## config.mk

```make
export PLATFORM = sky130hd
export DESIGN_NAME = uart_tx_seq
export DESIGN_NICKNAME = d
export VERILOG_FILES = /design/src/rtl/uart_pkg.sv /design/src/rtl/uart_bit_timer.sv /design/src/rtl/uart_tx_seq.sv
export SDC_FILE = /design/constraint.sdc
export NUM_CORES = 1
export LEC_CHECK = 0
export BUFFER_PORTS_ARGS = -buffer_cell sky130_fd_sc_hd__buf_2
export CAP_MARGIN = 20
export CORE_ASPECT_RATIO = 0.9
export CORE_MARGIN = 4
export CORE_UTILIZATION = 56
export DETAILED_ROUTE_END_ITERATION = 7
export PLACE_DENSITY = 0.77
export SETUP_SLACK_MARGIN = 0.05
export SYNTH_ARGS = -nofsm -noshare
export SYNTH_HDL_FRONTEND = slang
export SYNTH_SLANG_ARGS = --single-unit
export TNS_END_PERCENT = 1
```

## constraint.sdc

```tcl
create_clock -name clk -period 2.3 [get_ports clk]
set_clock_uncertainty 0.15 [all_clocks]
set_input_delay 0.345 -clock clk [delete_from_list [all_inputs] [get_ports clk]]
set_output_delay 0.345 -clock clk [all_outputs]
set_load 0.02 [all_outputs]
```

## src/rtl/uart_pkg.sv

```systemverilog
// Shared UART definitions: sequencer state encoding (TX and RX), default
// frame geometry and serial line levels.
package uart_pkg;

  typedef enum logic [2:0] {
    IDLE   = 3'd0,
    START  = 3'd1,
    DATA   = 3'd2,
    PARITY = 3'd3,
    STOP   = 3'd4
  } uart_state_t;

  localparam int OVERSAMPLE_DEF = 16;
  localparam int DATA_BITS_DEF  = 8;

  localparam logic IDLE_LVL  = 1'b1;
  localparam logic START_LVL = 1'b0;

endpackage

```

## src/rtl/uart_bit_timer.sv

```systemverilog
// Oversample tick counter: bit_end strobes combinationally on the tick that completes a bit.
// A synchronous clear loads PRELOAD; RX uses a half-bit preload to sample mid-bit.
module uart_bit_timer
  import uart_pkg::*;
#(
  parameter int OVERSAMPLE = OVERSAMPLE_DEF,
  parameter int PRELOAD    = 0
) (
  input  logic clk,
  input  logic rst,
  input  logic clr,
  input  logic tick,
  output logic bit_end
);

  localparam int CW = $clog2(OVERSAMPLE);

  logic [CW-1:0] tick_cnt;

  assign bit_end = tick && (tick_cnt == CW'(OVERSAMPLE - 1));

  always_ff @(posedge clk or negedge rst) begin
    if (!rst) begin
      tick_cnt <= '0;
    end else if (clr) begin
      tick_cnt <= CW'(PRELOAD);
    end else if (bit_end) begin
      tick_cnt <= '0;
    end else if (tick) begin
      tick_cnt <= tick_cnt + 1'b1;
    end
  end

endmodule

```

## src/rtl/uart_tx_seq.sv

```systemverilog
// UART TX bit sequencer: start, LSB-first data, optional even parity (UART_TX_PARITY_EN), stop.
// tx/busy respond one edge after start in IDLE; start is ignored while busy, no queuing.
module uart_tx_seq
  import uart_pkg::*;
#(
  parameter int OVERSAMPLE = OVERSAMPLE_DEF,
  parameter int DATA_BITS  = DATA_BITS_DEF,
  parameter int STOP_BITS  = 1
) (
  input  logic                 clk,
  input  logic                 rst,
  input  logic                 tick,
  input  logic                 start,
  input  logic [DATA_BITS-1:0] tx_data,
  output logic                 tx,
  output logic                 busy,
  output logic                 done
);

  localparam int BW = $clog2(DATA_BITS);

  uart_state_t          state;
  logic [DATA_BITS-1:0] shift;
  logic [BW-1:0]        bit_cnt;
  logic                 bit_end;
`ifdef UART_TX_PARITY_EN
  logic                 par;
`endif

  // Holding the timer cleared in IDLE keeps a tick coincident with start out of the start bit.
  uart_bit_timer #(
    .OVERSAMPLE(OVERSAMPLE),
    .PRELOAD   (0)
  ) u_bit_timer (
    .clk    (clk),
    .rst    (rst),
    .clr    (state == IDLE),
    .tick   (tick),
    .bit_end(bit_end)
  );

  always_ff @(posedge clk or negedge rst) begin
    if (!rst) begin
      state   <= IDLE;
      shift   <= '0;
      bit_cnt <= '0;
      tx      <= IDLE_LVL;
      busy    <= 1'b0;
      done    <= 1'b0;
`ifdef UART_TX_PARITY_EN
      par     <= 1'b0;
`endif
    end else begin
      done <= 1'b0;
      case (state)
        IDLE: begin
          if (start) begin
            shift   <= tx_data;
            bit_cnt <= '0;
            tx      <= START_LVL;
            busy    <= 1'b1;
            state   <= START;
`ifdef UART_TX_PARITY_EN
            par     <= ^tx_data;
`endif
          end else begin
            tx   <= IDLE_LVL;
            busy <= 1'b0;
          end
        end

        START: begin
          if (bit_end) begin
            tx    <= shift[0];
            state <= DATA;
          end
        end

        DATA: begin
          if (bit_end) begin
            if (bit_cnt == BW'(DATA_BITS - 1)) begin
              bit_cnt <= '0;
`ifdef UART_TX_PARITY_EN
              tx      <= par;
              state   <= PARITY;
`else
              tx      <= IDLE_LVL;
              state   <= STOP;
`endif
            end else begin
              shift   <= shift >> 1;
              tx      <= shift[1];
              bit_cnt <= bit_cnt + 1'b1;
            end
          end
        end

`ifdef UART_TX_PARITY_EN
        PARITY: begin
          if (bit_end) begin
            tx    <= IDLE_LVL;
            state <= STOP;
          end
        end
`endif

        STOP: begin
          tx <= IDLE_LVL;
          if (bit_end) begin
            if (bit_cnt == BW'(STOP_BITS - 1)) begin
              bit_cnt <= '0;
              busy    <= 1'b0;
              done    <= 1'b1;
              state   <= IDLE;
            end else begin
              bit_cnt <= bit_cnt + 1'b1;
            end
          end
        end

        default: begin
          tx    <= IDLE_LVL;
          busy  <= 1'b0;
          state <= IDLE;
        end
      endcase
    end
  end

endmodule

```

; Word level (Yosys, flattened, before mapping)
; Index checks and enable logic that the tools add are counted.
[op_classes]
n_addsub = 2
mul = 0
div = 0
magnitude_cmp = 0
n_eq_ne = 12
n_shift = 0
n_mux = 32
bitwise = 1
n_reduce_logical = 12
[ops]
columns = cell, count
row1 = 2-to-1 mux 3 bit, 11
row2 = 2-to-1 mux 8 bit, 3
row3 = one-hot mux 8 bit (2 select lines), 1
row4 = inequality test 2 bit (second input constant), 7
row5 = 2-to-1 mux 4 bit, 3
row6 = one-hot mux 3 bit (4 select lines), 1
row7 = 2-to-1 mux 1 bit, 10
row8 = one-hot mux 3 bit (3 select lines), 1
row9 = AND reduction 4 bit, 2
row10 = equality test 3 bit (second input constant), 2
row11 = zero test 3 bit, 2
row12 = one-hot mux 1 bit (3 select lines), 2
row13 = AND reduction 6 bit, 1
row14 = nonzero test 3 bit, 2
row15 = adder 4 x 1 -> 4 bit (second input constant), 1
row16 = equality test 4 bit (second input constant), 1
row17 = adder 3 x 1 -> 3 bit (second input constant), 1
row18 = equality test 3 x 1 -> 1 bit (second input constant), 1
row19 = equality test 3 x 2 -> 1 bit (second input constant), 1
row20 = AND reduction 3 bit, 1
row21 = AND reduction 2 bit, 1
row22 = nonzero test 2 bit, 1
row23 = OR reduction 2 bit, 1
row24 = logical AND 1 bit, 1
row25 = NOT 1 bit, 1
[totals]
regBits = 21
latch_bits = 0
ram_bits = 0
mem_bits_ro = 0
in_bits = 12
output_inout_bits = 3
word_cells = 66
memories = 0

; Longest topological paths before layout
; Gate-level depths: netlist of the first run.
[logic_depth]
depth_word = 4
mapped_depth = 7
ltp_nobuf = 6

; By module
; From an unflattened synthesis of the first run, not the netlist that was laid out.
[unflattened]
cells_unflattened = 126
area_unflattened_um2 = 1233.7
[by_module_without_submodules]
columns = module, instances, cells_per_inst, area_per_inst_um2, seq_area_each_um2
row1 = uart_tx_seq, 1, 104, 1028.5, 426.7
row2 = uart_bit_timer, 1, 22, 205.2, 100.1

; Least setup slack after synthesis of the first run
; OpenSTA, ideal clock, no wires.
[synth_path]
path_type = register to register
startpoint = register bit_cnt[0]
endpoint = register shift[0]
setup_time_ns = 0.119
arrival_time_ns = 1.427
required_time_ns = 2.031
slack_ns = 0.604
stages_incl_launch_ff = 8
path_buffers = 1
synth_period_minus_slack_ns = 1.696
path_cell_list = dfrtp_1 > ha_1 > ha_1 > nor3_1 > a31oi_4 > buf_6 > nand2_1 > o21ai_2
[synth_via]
elab_chain_cells = 3
[synth_lines]
columns = element, line_no
row1 = "start, declared", uart_tx_seq.sv:24  ; logic [BW-1:0] bit_cnt;
row2 = "start signal, assigned", uart_tx_seq.sv:93  ; bit_cnt <= bit_cnt + 1'b1;
row3 = "start signal, assigned", uart_tx_seq.sv:116  ; bit_cnt <= bit_cnt + 1'b1;
row4 = equality test 3 bit, uart_tx_seq.sv:81  ; if (bit_cnt == BW'(DATA_BITS - 1)) begin
row5 = inequality test 2 bit (no line), n/a
row6 = AND reduction 4 bit (no line), n/a
row7 = "end signal, assigned", uart_tx_seq.sv:58  ; shift <= tx_data;
row8 = "end signal, assigned", uart_tx_seq.sv:91  ; shift <= shift >> 1;
row9 = "end, declared", uart_tx_seq.sv:23  ; logic [DATA_BITS-1:0] shift;
; Every way passes these cells.
; A chain may end at the register's enable or synchronous reset.

; Final worst setup path of the first run
[layout_path]
startpoint = register state[0]
endpoint = register shift[6]
[layout_via]
elab_chain_cells = 3
elab_cells_between_ends = 8
cone_classes = eq/ne (4) / mux (1) / reduce/logical (3)
[layout_lines]
columns = element, line_no
row1 = "start, declared", uart_tx_seq.sv:22  ; uart_state_t state;
row2 = "start signal, assigned", uart_tx_seq.sv:44  ; state <= IDLE;
row3 = "start signal, assigned", uart_tx_seq.sv:62  ; state <= START;
row4 = "start signal, assigned", uart_tx_seq.sv:75  ; state <= DATA;
row5 = equality test 3 x 2 -> 1 bit / zero test 3 bit (equally long branches), uart_tx_seq.sv:55  ; case (state)
row6 = inequality test 2 bit (no line) / nonzero test 2 bit (equally long branches), n/a
row7 = AND reduction 4 bit (no line), n/a
; Several ways; a longest one is shown, not always the timed one.

==> run_results.csv, run 1 <==
group,metric,value,unit
run_status,run_status,"finished clean",
setup_path,setup.worst_path.class,"reg -> reg",
clocking,insertion_delay,310,ps
die,die_y,52.2,um
die,start_util,61.0,%
drt,drc_errors,0,
setup_path,critPathBufInv,0,
synth,synth_top_area_share,41.2,%
hold_path,hp-class,"in -> reg",
timing,worstMarginPinSlew,676,ps
synth,synth.cell_area,0.00121,sq mm
pwr,p_per_area,996,mW/mm^2
global_route,grtUsageTotal,17.5,%
synth,yosysWarnings,0,
die,die_x,57.1,um
place,port_buffers,14,
clocking,clock-sinks,21,
setup_path,r2r_slack,440,ps
clocking,path_clk_slew,120,ps
die,dieArea,0.00298,sq mm
timing,fmax,0.539,GHz
global_route,grt_pass1_wl,3980,um
timing,tns,0,ps
drt,drt-total-wl,2150,um
drt,drtIter0Drc,35,
synth,yosysSeqAreaShare,43.4,%
synth,ys_types,35,
place,dp.cells,154,
layout,final_common_cell,"dfrtp_1",
drt,drt_first_pass_iters,4,
timing,finalSetupViolCount,0,
job,drv_cap,0,
timing,min_period_over_period,80.7,%
place,gp_congestion,0.854,
timing,finalHoldViolations,0,
setup_path,cp_max_fo,21,
synth,syn_avg_cell_area,9.95,sq um
clocking,clock-root-buffer,"clkbuf_4",
layout,n_fill_cell,177,
clocking,postCtsSetupRepairBufs,0,
drt,vias_per_cell,5.77,
drt,num_vias,917,
clocking,htreeDepth,1,
drt,routedWlPerCell,13.5,um
synth,synthTopCellsByArea,"dfrtp_1, mux2i_1, ha_1, buf_6, nand2_1",
die,fp-row-count,15,
synth,synth_cells,122,
layout,nets,152,
place,dpl.hpwl,1620,um
setup_path,critPathLaunchType,"flop",
synth,synth.largest_area_cell,"dfrtp_1",
synth,syn_nets,139,
layout,area.growth.synth_to_final,6.39,%
timing,rsz0062_at_grt,"false",
setup_path,worst-endpoint-required,2390,ps
clocking,cts.path.max_buffers,2,
setup_path,worstPathCellList,"nor3_1, a31oi_4, nand2_1, o21ai_2",
global_route,grt_max_degree,22,
layout,final_cell_mix,"dfrtp_1, buf_2, nand2_1, mux2i_1, nor2_1",
pwr,fin_total_pwr,1290,uW
setup_path,end_kind,"flop",
setup_path,crit_family,"flip-flops",
drt,ant_nets,0,
synth,ys_ff_latch,21,
layout,instances_no_fill,159,
die,core-area,0.00199,sq mm
timing,max-slew-margin-rel,54.9,%
timing,slew_viol_final,0,
setup_path,cpPeakStageDelay,800,ps
clocking,cts_resized,0,
layout,drive_gt1_share,18.7,%
global_route,antenna_found_initial,0,
setup_path,critPathArrivalTime,1940,ps
global_route,grt_pass1_vias,874,
clocking,cts_tree,"yes",
global_route,overflow,0,
clocking,cts_hold_buf,1,
timing,period_needed,1860,ps
setup_path,slowest_stage,"dfrtp_1",
pwr,power.leakage,0.000575,uW
layout,n_antenna_cell,0,
pwr,worst_ir_drop_vdd,0.000582,V
die,ios,15,
clocking,cts_buffers,3,
-- final cells by class --
cell class	count	area, sq um	area share, %
Multi-Input combinational cell	89	608	47.1
Timing Repair Buffer	15	80.1	6.20
Clock buffer	4	26.3	2.03
Inverter	5	18.8	1.45
Tap cell	25	31.3	2.42
Sequential cell	21	527	40.8
-- worst register-to-register path, stage by stage (launching register included) --
cell	delay, ps
dfrtp_1	800
nor3_1	180
a31oi_4	460
nand2_1	130
o21ai_2	70
-- metal layers --
layer,vias up,GRT usage (%),share of wire [%]
li1,457,-,-
met1,432,23.1,48
met2,23,27.4,45
met3,5,5.46,6.0
met4,0,5.41,0.88
met5,-,0,0
-- final timing paths --
path | from | to | cells after the start
setup reg to reg | state[0] | shift[6] | 4
min in group asynchronous | rst | shift[0] | 2
hold / removal | tx_data[7] | shift[7] | 3
setup / recovery | state[0] | shift[6] | 4
max in group asynchronous | rst | tx | 2
hold reg to reg | shift[2] | shift[2] | 2
-- synthesized netlist by cell type --
library cell and n:
nor2b_1 2, ha_1 5, nand4b_1 1, a32oi_1 1, a2111oi_0 1, buf_2 3, buf_6 4, o32ai_1 1
mux2i_1 12, xnor2_1 1, dfstp_2 1, dfrtp_1 20, o21ai_0 2, nand2b_1 1, nand3_1 4, nor3_1 6
or3_1 1, xor2_1 1, a211oi_1 2, o21ai_1 6, a31oi_4 1, nor2_4 1, nor2_1 11, and4_4 1
nand4_1 1, a221oi_1 1, nand2b_2 1, inv_1 5, a41oi_1 1, a31oi_1 1, o22ai_1 1, nand2_1 12
a21oi_1 7, nor4b_2 1, o21ai_2 2
-- power by group --
part	internal (uW)	switching (uW)	leakage, uW	total, uW
clock network	67.8	113	0.0000150	181
registers	514	143	0.000262	657
logic	201	247	0.000298	448
-- cell families (layout without fill, tap and decap cells) --
group / Yosys count / after routing / synth area share [%]
AOI/OAI and AO/OA: 27 / 27 / 15.3
buffers and inverters: 12 / 24 / 6.49
and+or+nand+nor: 43 / 43 / 18.4
DFF: 21 / 21 / 43.4
muxes: 12 / 12 / 9.90
xor gates and xnor gates: 2 / 2 / 1.44
adders and majority gates: 5 / 5 / 5.15
-- through the flow --
step / util, % / setup WS, ps / hold slack, ps / area [sq um]
global route: 64.9 / 313 / 131 / 1290
floorplan: - / 604 / -101 / 1210
global placement: 63.1 / 543 / 167 / 1250
finish: 64.9 / 444 / 122 / 1290
detailed placement: 63.1 / 472 / 178 / 1250
CTS: 64.9 / 448 / 118 / 1290
-- registers in the layout, indices dropped and copies added (netlist names) --
| name | flops |
|---|---|
| u_bit_timer.tick_cnt | 4 |
| tx | 1 |
| shift | 8 |
| busy | 1 |
| done | 1 |
| state | 3 |
| bit_cnt | 3 |
Power figures use the tool's default switching activity.
==> inputs of run 2 (changes only) <==
Settings changed: CORE_UTILIZATION 56 to 51, PLACE_DENSITY 0.77 to 0.74.
Clock period 2.3 ns to 1.7 ns, I/O delays scaled along.
==> run_results.csv, run 2 (synthesized netlist as in run 1, its figures left out) <==
group,metric,value,unit
run_status,run_status,"finished clean",
die,core-area,0.00222,sq mm
pwr,fin_total_pwr,2030,uW
pwr,power.leakage,0.000678,uW
drt,ant_nets,0,
layout,largest_reg_flops,8,
layout,final_util,70.8,%
die,ios,15,
clocking,insertion_delay,310,ps
layout,n_fill_cell,157,
place,gp_congestion,0.850,
die,dieArea,0.00323,sq mm
timing,period_needed,1630,ps
global_route,overflow,0,
layout,largest_register,"shift",
hold_path,min_to,"shift[0]",
setup_path,critPathBufInv,1,
setup_path,critPathArrivalTime,1680,ps
global_route,grt_max_degree,22,
hold_path,hold_path_depth,3,
layout,area.growth.synth_to_final,29.6,%
global_route,grt_pass1_vias,977,
layout,final_cell_mix,"dfrtp_1, buf_2, buf_4",
drt,drt-total-wl,2730,um
timing,max-slew-margin-rel,67.7,%
pwr,worst_ir_drop_vdd,0.000748,V
drt,drtIter0Drc,43,
timing,finalSetupViolCount,0,
clocking,clock-sinks,21,
drt,drc_errors,0,
setup_path,cp_max_fo,8,
hold_path,worstHoldStart,"tx_data[0]",
setup_path,setup.worst_path.class,"reg -> reg",
layout,n_antenna_cell,0,
die,start_util,54.6,%
timing,tns,0,ps
timing,worstMarginPinSlew,484,ps
setup_path,worstPathCellList,"ha_2, ha_4, nor3_4, a31oi_4, buf_16, nand2_2, o21ai_1",
setup_path,critPathLaunchType,"flop",
clocking,cts_buffers,3,
clocking,clock-root-buffer,"clkbuf_4",
pwr,p_per_area,1290,mW/mm^2
layout,largestRegisters,"shift x8, u_bit_timer.tick_cnt x4",
setup_path,end_kind,"flop",
setup_path,worst-endpoint-required,1750,ps
setup_path,cpPeakStageDelay,400,ps
hold_path,hp-class,"in -> reg",
timing,slew_viol_final,0,
timing,fmax,0.614,GHz
drt,num_vias,1046,
die,die_y,54.3,um
place,dpl.hpwl,1790,um
setup_path,r2r_cells,7,
global_route,grt_pass1_wl,4470,um
global_route,antenna_found_initial,0,
timing,finalHoldViolations,0,
setup_path,slowest_stage,"dfrtp_1",
job,drv_cap,0,
timing,min_period_over_period,95.8,%
drt,routedWlPerCell,15.3,um
place,port_buffers,14,
timing,rsz0062_at_grt,"true",
layout,final_common_cell,"dfrtp_1",
setup_path,r2r-start,"bit_cnt[1]",
clocking,htreeDepth,1,
setup_path,r2r_end,"shift[2]",
setup_path,r2r_slack,70,ps
clocking,cts_tree,"yes",
setup_path,crit_family,"flip-flops",
drt,drt_first_pass_iters,4,
global_route,grtUsageTotal,18.4,%
die,die_x,59.4,um
die,fp-row-count,16,
layout,drive_gt1_share,41.7,%
clocking,path_clk_slew,120,ps
drt,vias_per_cell,5.88,
layout,nets,169,
clocking,cts.path.max_buffers,2,
==> run 2: changes by cell type in the layout (fill, tap and decap cells not counted), sizes merged <==
cell  change
and4      +1
buf      +16
==> run 2: cell type report <==
class / count / area (sq um) / share of cell area [%]
Multi-Input combinational cell: 90 / 718 / 45.7
Sequential cell: 21 / 531 / 33.7
Timing Repair Buffer: 31 / 245 / 15.6
Tap cell: 27 / 33.8 / 2.15
Clock buffer: 4 / 26.3 / 1.67
Inverter: 5 / 18.8 / 1.19
==> run 2: tightest hold or removal path: stages <==
cell	delay [ps]
buf_2	80
mux2i_1	60
o21ai_2	100
==> run 2: what timing repair did <==
item	4_1_cts	5_1_grt
endpoints found under the setup margin	10	13
cloned	1	1
hold endpoints to repair	20	0
hold buffers	1	0
buffers inserted	1	3
resized for setup	22	5
pin swaps	9	4
==> run 2: power by group <==
part,internal [uW],switching (uW),total (uW)
Combinational,439,452,891
Clock,91.7,151,243
Sequential,698,195,893
==> run 2: through the flow <==
step	setup WS (ps)	instances	hold slack, ps	instance area (sq um)
3_3_place_gp	54.3	167	77.6	1360
2_1_floorplan	51.2	122	-191	1220
5_1_grt	22.4	178	58.6	1570
4_1_cts	8.42	174	36.9	1510
6_report	71.6	178	55.1	1570
3_5_place_dp	1.61	167	90.0	1360
==> run 2: how the worst max path moves through the flow <==
stage                                        from         end  depth (start not counted)
final                                  bit_cnt[1]    shift[2]                          7
after CTS                              bit_cnt[1]    shift[7]                          7
after floorplan           u_bit_timer.tick_cnt[0]    shift[1]                          7
after detailed placement               bit_cnt[0]          tx                          5
after global placement                 bit_cnt[0]          tx                          5
after global routing                     state[2]  bit_cnt[2]                          4
==> run 2: per-layer routing <==
| metal | track usage (%) | wire length [um] | vias to the layer above |
|---|---|---|---|
| met3 | 4.95 | 115 | 3 |
| met1 | 23.7 | 1230 | 527 |
| li1 | - | - | 498 |
| met5 | 0 | 0 | - |
| met4 | 5.28 | 11 | 0 |
| met2 | 30.5 | 1370 | 18 |
==> inputs of run 3 (changes only) <==
Settings changed: CORE_UTILIZATION 51 to 40, PLACE_DENSITY 0.74 to unset.
==> run_results.csv, run 3 (synthesized netlist as in run 1, its figures left out) <==
group,metric,value,unit
run_status,run_status,"finished clean",
global_route,antenna_found_initial,0,
timing,min_period_over_period,98.0,%
layout,n_antenna_cell,0,
timing,slew_viol_final,0,
setup_path,critPathLaunchType,"flop",
place,post-place-ws,-7.24,ps
timing,worstMarginPinSlew,473,ps
global_route,grt_max_degree,22,
layout,area.growth.synth_to_final,22.5,%
clocking,clock-sinks,21,
clocking,insertion_delay,310,ps
drt,drc_errors,0,
place,place_area,0.00139,sq mm
timing,fmax,0.600,GHz
place,port_buffers,14,
drt,routedWlPerCell,12.9,um
setup_path,setup.worst_path.class,"reg -> reg",
setup_path,worst-endpoint-required,1800,ps
pwr,power.leakage,0.000651,uW
die,die_x,66.1,um
place,dp.cells,182,
timing,period_needed,1670,ps
pwr,worst_ir_drop_vdd,0.000694,V
die,dieArea,0.00398,sq mm
layout,drive_gt1_share,31.8,%
die,fp-row-count,18,
setup_path,critPathArrivalTime,1760,ps
drt,vias_per_cell,5.07,
layout,largest_reg_flops,8,
clocking,cts_tree,"yes",
timing,whs,53.8,ps
timing,finalSetupViolCount,0,
timing,finalHoldViolations,0,
pwr,p_per_area,1270,mW/mm^2
job,drv_cap,0,
clocking,cts_buffers,3,
drt,ant_nets,0,
clocking,htreeDepth,1,
global_route,grt_pass1_wl,4390,um
clocking,path_clk_slew,130,ps
drt,drt-total-wl,2420,um
drt,drt_first_pass_iters,3,
global_route,overflow,0,
drt,num_vias,953,
clocking,clock-root-buffer,"clkbuf_4",
layout,fin_area,0.00149,sq mm
layout,instances_no_fill,188,
die,die_y,60.3,um
layout,final_util,52.8,%
setup_path,cp_max_fo,2,
clocking,cts.path.max_buffers,2,
place,dpl.hpwl,1850,um
timing,max-slew-margin-rel,68.4,%
layout,nets,166,
layout,final_cell_mix,"dfrtp_1, buf_2, buf_4",
die,start_util,43.1,%
drt,drtIter0Drc,62,
timing,rsz0062_at_grt,"true",
timing,fin_ws,34.0,ps
global_route,grtUsageTotal,14.4,%
die,ios,15,
place,gp_congestion,0.807,
die,core-area,0.00282,sq mm
layout,final_common_cell,"dfrtp_1",
layout,largestRegisters,"shift x8, u_bit_timer.tick_cnt x4",
hold_path,hp-class,"in -> reg",
setup_path,end_kind,"flop",
layout,largest_register,"shift",
global_route,grt_pass1_vias,975,
[run 3: cell types whose count changed in the layout (fill, tap and decap cells not counted), moves of 2 or more]
cell	previous run	this run
o21ai_1	3	6
nand2_1	4	12
dfrtp_1	17	19
o21ai_2	5	2
nand2_2	5	0
dfrtp_2	3	1
nand2_4	3	0
[run 3: report_power, final]
part | leakage [uW] | internal [uW] | total [uW] | switching, uW
clock | 0.0000150 | 91.5 | 245 | 154
combinational | 0.000375 | 379 | 794 | 415
sequential | 0.000261 | 696 | 849 | 152
[run 3: timing repair]
action	CTS	global route
hold endpoints to repair	20	0
hold buffers	1	0
gates resized for setup	5	6
setup endpoints to repair	9	14
pin swaps	0	2
buffers inserted	0	1
[run 3: cell type report]
class | instances | area [sq um]
Clock buffer | 4 | 26.3
Fill cell | 269 | 1330
Inverter | 5 | 18.8
Multi-Input combinational cell | 89 | 666
Sequential cell | 21 | 528
Tap cell | 40 | 50.0
Timing Repair Buffer | 29 | 198
[run 3: critical path, stage by stage, from the launching register on]
cell      delay, ps
dfrtp_1         400
ha_2            210
ha_4            160
or3_4           360
a221oi_2        250
a21oi_1          80
[run 3: per-stage QoR]
stage	TNS (ps)	power (uW)
3_3_place_gp	0	1580
2_1_floorplan	0	1360
3_5_place_dp	-7.24	1610
4_1_cts	0	1880
5_1_grt	-18.7	2080
6_report	0	1890
[run 3: worst paths after layout]
path,from,end,slack (ps),depth (start not counted)
setup / recovery,bit_cnt[1],tx,30,5
hold / removal,tx_data[0],shift[0],50,3
setup reg to reg,bit_cnt[1],tx,30,5
max in group asynchronous,rst,tx,790,2
min in group asynchronous,rst,shift[0],260,2
hold reg to reg,shift[6],shift[6],340,2
[run 3: layer usage]
layer	global-route usage (%)	share of wire [%]	vias to the layer above
li1	-	-	491
met1	19.1	50	452
met2	23.0	46	10
met3	4.70	3.8	0
met4	2.90	0	0
met5	0	0	-
